<file path="config.mk">
export PLATFORM = sky130hd
export DESIGN_NAME = regfile_mp
export DESIGN_NICKNAME = d
export VERILOG_FILES = /design/src/rtl/rv_pkg.sv /design/src/rtl/regfile_mp_fwd_sel.sv /design/src/rtl/regfile_mp.sv
export SDC_FILE = /design/constraint.sdc
export NUM_CORES = 2
export LEC_CHECK = 0
export ABC_CLOCK_PERIOD_IN_PS = 37600
export BUFFER_PORTS_ARGS = -buffer_cell sky130_fd_sc_hd__buf_2
export CAP_MARGIN = 20
export CORE_ASPECT_RATIO = 2
export CORE_MARGIN = 1
export CORE_UTILIZATION = 40
export DETAILED_ROUTE_END_ITERATION = 8
export SETUP_SLACK_MARGIN = 0.3
export SYNTH_ARGS = -nofsm -noshare
export SYNTH_HDL_FRONTEND = slang
export SYNTH_SLANG_ARGS = --single-unit
</file>
<file path="constraint.sdc">
create_clock -name clk -period 37.6 [get_ports clk]
set_input_delay 3.76 -clock clk [delete_from_list [all_inputs] [get_ports clk]]
set_output_delay 3.76 -clock clk [all_outputs]
set_load 0.05 [all_outputs]
</file>
<file path="src/rtl/rv_pkg.sv">
// rv_pkg: shared RV32 register-file types and defaults.
package rv_pkg;
    localparam int XLEN_DEF = 32;
    localparam int REG_DEPTH_DEF = 32;
    typedef logic [4:0] reg_idx_t;
    typedef logic [XLEN_DEF-1:0] word_t;
    localparam reg_idx_t REG_ZERO = 5'd0;
endpackage

</file>
<file path="src/rtl/regfile_mp_fwd_sel.sv">
// rf_fwd_sel: priority select of the highest-index enabled write port hitting addr.
module rf_fwd_sel
    import rv_pkg::*;
#(
    parameter int XLEN = XLEN_DEF,
    parameter int AW = 5,
    parameter int NW = 1
) (
    input  logic [AW-1:0]      addr,
    input  logic [NW-1:0]      we,
    input  logic [NW*AW-1:0]   waddr,
    input  logic [NW*XLEN-1:0] wdata,
    output logic               hit,
    output logic [XLEN-1:0]    data
);
    always_comb begin
        hit = 1'b0;
        data = '0;
        for (int j = 0; j < NW; j++)
            if (we[j] && waddr[j*AW +: AW] == addr && addr != AW'(REG_ZERO)) begin
                hit = 1'b1;
                data = wdata[j*XLEN +: XLEN];
            end
    end
endmodule

</file>
<file path="src/rtl/regfile_mp.sv">
// regfile_mp: multi-port integer register file with registered reads,
// priority writes, same-cycle forwarding and write-collision flag.
module regfile_mp
    import rv_pkg::*;
#(
    parameter int XLEN = XLEN_DEF,
    parameter int DEPTH = REG_DEPTH_DEF,
    parameter int NR = 2,
    parameter int NW = 1,
    parameter int AW = $clog2(DEPTH)
) (
    input  logic               clk,
    input  logic               rst,
    input  logic [NR-1:0]      ren_i,
    input  logic [NR*AW-1:0]   rsNum_i,
    output logic [NR*XLEN-1:0] rsVal_o,
    input  logic [NW-1:0]      regWrite_i,
    input  logic [NW*AW-1:0]   rdNum_i,
    input  logic [NW*XLEN-1:0] rdVal_i,
    output logic               wrConflict_o
);
    logic [XLEN-1:0] rf [1:DEPTH-1];
    logic [DEPTH-1:1] wr_hit;
    logic [XLEN-1:0] wr_data [1:DEPTH-1];
    logic [NR-1:0] rd_hit;
    logic [XLEN-1:0] rd_fwd [NR];
    logic [XLEN-1:0] rd_data [NR];
    logic conflict;

    genvar r, i;
    // One selector per storage register resolves write priority for that address.
    for (r = 1; r < DEPTH; r++) begin : g_wr
        rf_fwd_sel #(.XLEN(XLEN), .AW(AW), .NW(NW)) u_sel (
            .addr(AW'(r)), .we(regWrite_i), .waddr(rdNum_i), .wdata(rdVal_i),
            .hit(wr_hit[r]), .data(wr_data[r])
        );
    end

    for (i = 0; i < NR; i++) begin : g_rd
        rf_fwd_sel #(.XLEN(XLEN), .AW(AW), .NW(NW)) u_sel (
            .addr(rsNum_i[i*AW +: AW]), .we(regWrite_i), .waddr(rdNum_i), .wdata(rdVal_i),
            .hit(rd_hit[i]), .data(rd_fwd[i])
        );
    end

    always_comb begin
        for (int p = 0; p < NR; p++)
            rd_data[p] = rsNum_i[p*AW +: AW] == '0 ? '0 :
                         rd_hit[p] ? rd_fwd[p] : rf[rsNum_i[p*AW +: AW]];
    end

    always_comb begin
        conflict = 1'b0;
        for (int j = 0; j < NW; j++)
            for (int k = j + 1; k < NW; k++)
                if (regWrite_i[j] && regWrite_i[k] && rdNum_i[j*AW +: AW] == rdNum_i[k*AW +: AW]
                    && rdNum_i[j*AW +: AW] != '0)
                    conflict = 1'b1;
    end

    always_ff @(posedge clk or posedge rst) begin
        if (rst) begin
            for (int k = 1; k < DEPTH; k++) rf[k] <= '0;
        end else begin
            for (int k = 1; k < DEPTH; k++) if (wr_hit[k]) rf[k] <= wr_data[k];
        end
    end

    always_ff @(posedge clk or posedge rst) begin
        if (rst) begin
            rsVal_o <= '0;
            wrConflict_o <= 1'b0;
        end else begin
            wrConflict_o <= conflict;
            for (int p = 0; p < NR; p++) if (ren_i[p]) rsVal_o[p*XLEN +: XLEN] <= rd_data[p];
        end
    end
endmodule

</file>
==> reports/metrics.csv <==
metric,value,unit
outcome,completed,
"Slew Viols, Final",0,
critical path peak fanout,67,
WS Path Type,primary input to register,
XOR/XNOR share of the synthesized area,0.141,%
Critical R2R Launch,rf[328],
crit path buf inv count,3,
CTS tree,yes,
Setup crit end kind,register,
clk sink count,1056,
DP Wirelength,136000,um
DIE AREA,142000,um^2
crit path cell chain,buf_8 > buf_4 > buf_4 > mux2i_1 > a22oi_1 > a21oi_1 > a2111oi_0 > a221o_1,
"EDFF count, synth",0,
post-synthesis mux area share,30.6,%
share of cells above drive strength 1,27.9,%
post-synthesis compound-gate area fraction,11.1,%
Setup WS post-layout,30.84,ns
"Req. time, crit path",38.26,ns
synth unique cells,61,
DR pass1 iterations,6,
CTS H-tree depth,3,
Design Power,0.00319,W
Total Nets Final,4638,
post-CTS setup buffer count,0,
max-cap viol count,0,
min-delay worst type,register to register,
placed instance count,6343,
PostCTS Resize Cnt,0,
"Seq/Total Area, Yosys",47.2,%
die height,531,um
Main synth FF type,dfrtp_1,
crit path time final,6.76,ns
vias in the first global route,43206,
clock-pin slew on the worst setup and hold paths,0.07,ns
Initial DRC Count,4255,
sequential share of power,48.3,%
final core occ,43.9,%
Worst-Margin Slew,1.21,ns
total number of vias,42469,
GRT Util Overall,31.7,%
Core Footprint,139000,um^2
TNS Setup,0,ns
vias per inst,6.51,
unrepaired setup endpoints after global routing,no,
achievable clock frequency,148,MHz
Clock Tree Root,clkbuf_16,
worst-case clock buffer depth,3,
Pint,0.00219,W
"slowest stage cell, crit path",buf_4,
WL/cell,34.4,um
cells on worst reg2reg path,4,
part of the cycle the worst path needs,18.0,%
Worst Min Path Start,rf[816],
DRC,0,
CTS Hold Bufs,0,
Pleak,26.8,nW
Placer Congestion,0.864,
critical path depth,8,
Startpoint Class,primary input,
Starting Density,40.4,%
Net Sw Frac,31.4,%
"Hold Violations, Final",0,
synthesized area per cell,11.8,um^2
Non-Filler Instances,6521,
Hold Crit Depth,2,
area delta synth->final,8.62,%
synthesized area,56000,um^2
io pins,117,
Switch Pwr,0.00100,W
critical path's most frequent cell,buf_4,
largest net degree at the start of global routing,182,
Peak VDD IR,0.0000375,V
Max stage delay on crit path,0.89,ns
Slew headroom,19.4,%
Post-Place Setup Slack,30.11,ns
global route overflow,0,
combinational power share,21.3,%
main combinational cell family by area after synthesis,multiplexers,
setup violators final,0,
simple logic cell fraction of the synthesized area,6.57,%
clock share of power,30.5,%
#FFs+latches synth,1056,
Synth Net Count,4800,
Ys Warns,0,
clk_skew,0.0299,ns
critical path startpoint,rsNum_i[5],
asr flop ratio synth,100,%
row count,193,
Antenna Nets Post-Route,0,
Routed WL,225000,um
critical path arrival,7.42,ns
pwr dens,52.4,nW/um^2
first-pass GRT wire length,318000,um
area share of fa/ha/maj cells after synthesis,0,%
die width,267,um
critical path's top delay family,buffers and inverters,
# port buffers,115,
cts bufs inserted,93,
Syn Inst Count,4748,
antenna violations before repair,21,
latest clock arrival within the worst-skew pair,0.73,ns
==> power groups by stage <==
stage	logic [W]	registers (W)	clock network, W
after CTS	0.000677	0.00153	0.000980
final	0.000678	0.00154	0.000971
after detailed placement	0.000675	0.00155	0
after global routing	0.000729	0.00156	0.00102
after global placement	0.000659	0.00154	0
after floorplan	0.000476	0.00152	0
==> worst reg2reg max path: cells and delay by family (launching register included) <==
family	cells	cell delay (ns)
muxes	1	0.54
and+or+nand+nor	2	0.48
AOI/OAI and AO/OA	1	0.48
DFF	1	0.41
==> sequential cells by signal (all words and copies together) (netlist names) <==
register / cells
rf: 992
rsVal_o: 64
==> synthesized netlist by cell type (9+ instances only) <==
cell type	n	area [um^2]
a2111oi_0	20	175
a211oi_1	11	82.6
a21oi_1	154	771
a221o_1	79	791
a221oi_1	21	184
a22oi_1	175	1310
a41oi_1	24	210
buf_2	117	586
buf_4	43	323
buf_6	20	225
clkbuf_1	285	1070
dfrtp_1	1056	26400
inv_1	31	116
mux2_2	648	7300
mux2i_1	484	4840
mux4_2	219	4930
nand2_1	556	2090
nand3_1	68	340
nand4_1	25	156
nand4b_1	11	96.3
nor2_1	47	176
nor2b_1	48	300
nor4b_1	24	210
o211ai_1	20	150
o21ai_0	444	2220
o21ai_1	9	45.0
o22ai_1	11	68.8
==> metrics by stage <==
step,area [um^2],hold WS [ns]
after floorplan,56000,0.460
after global placement,57800,0.474
after detailed placement,57900,0.487
after CTS,60800,0.502
after global routing,60800,0.521
final,60800,0.501
==> path summary, 6_finish.rpt <==
kind                          endpoint  slack, ns
max                        rsVal_o[60]      30.84
min                            rf[816]       0.50
max reg2reg                 rsVal_o[8]      35.56
min reg2reg                    rf[816]       0.50
max in group asynchronous      rf[528]      30.97
min in group asynchronous      rf[417]       3.21
==> layer usage <==
metal | share of wire (%) | global-route usage [%] | vias to the layer above
met5 | 0.059 | 0 | -
met4 | 8.8 | 24.2 | 18
met3 | 7.7 | 6.33 | 940
met2 | 48 | 52.7 | 2341
met1 | 35 | 35.9 | 21908
li1 | - | - | 17262
==> layout make-up <==
class / count / area, um^2
Antenna cell: 11 / 27.5
Clock buffer: 141 / 2760
Clock inverter: 26 / 189
Fill cell: 12951 / 77800
Inverter: 32 / 128
Multi-Input combinational cell: 3181 / 27500
Sequential cell: 1056 / 26400
Tap cell: 1852 / 2320
Timing Repair Buffer: 222 / 1500
==> kinds of logic (layout without fill, tap and decap cells) <==
group / Yosys count / in the layout
buf+inv: 511 / 421
mux: 1357 / 1357
other cells: 1 / 12
xor+xnor: 9 / 9
simple gates: 823 / 823
compound gates: 991 / 991
flops: 1056 / 1056
==> layout by cell type (no fill, tap or decap), types with 24 or more instances in the layout <==
| cell | n |
|---|---|
| a21oi_1 | 154 |
| nor2_1 | 30 |
| nor2b_1 | 35 |
| o21ai_0 | 444 |
| mux4_2 | 219 |
| nand2_1 | 542 |
| mux2i_1 | 484 |
| buf_4 | 101 |
| a22oi_1 | 175 |
| mux2_2 | 648 |
| a221o_1 | 79 |
| nand3_1 | 66 |
| a41oi_1 | 24 |
| clkbuf_1 | 25 |
| inv_1 | 27 |
| clkbuf_16 | 95 |
| buf_2 | 109 |
| dfrtp_1 | 1056 |
| nor4b_1 | 24 |
| nand4_1 | 25 |
No activity file was read; power rests on OpenSTA's default activity.
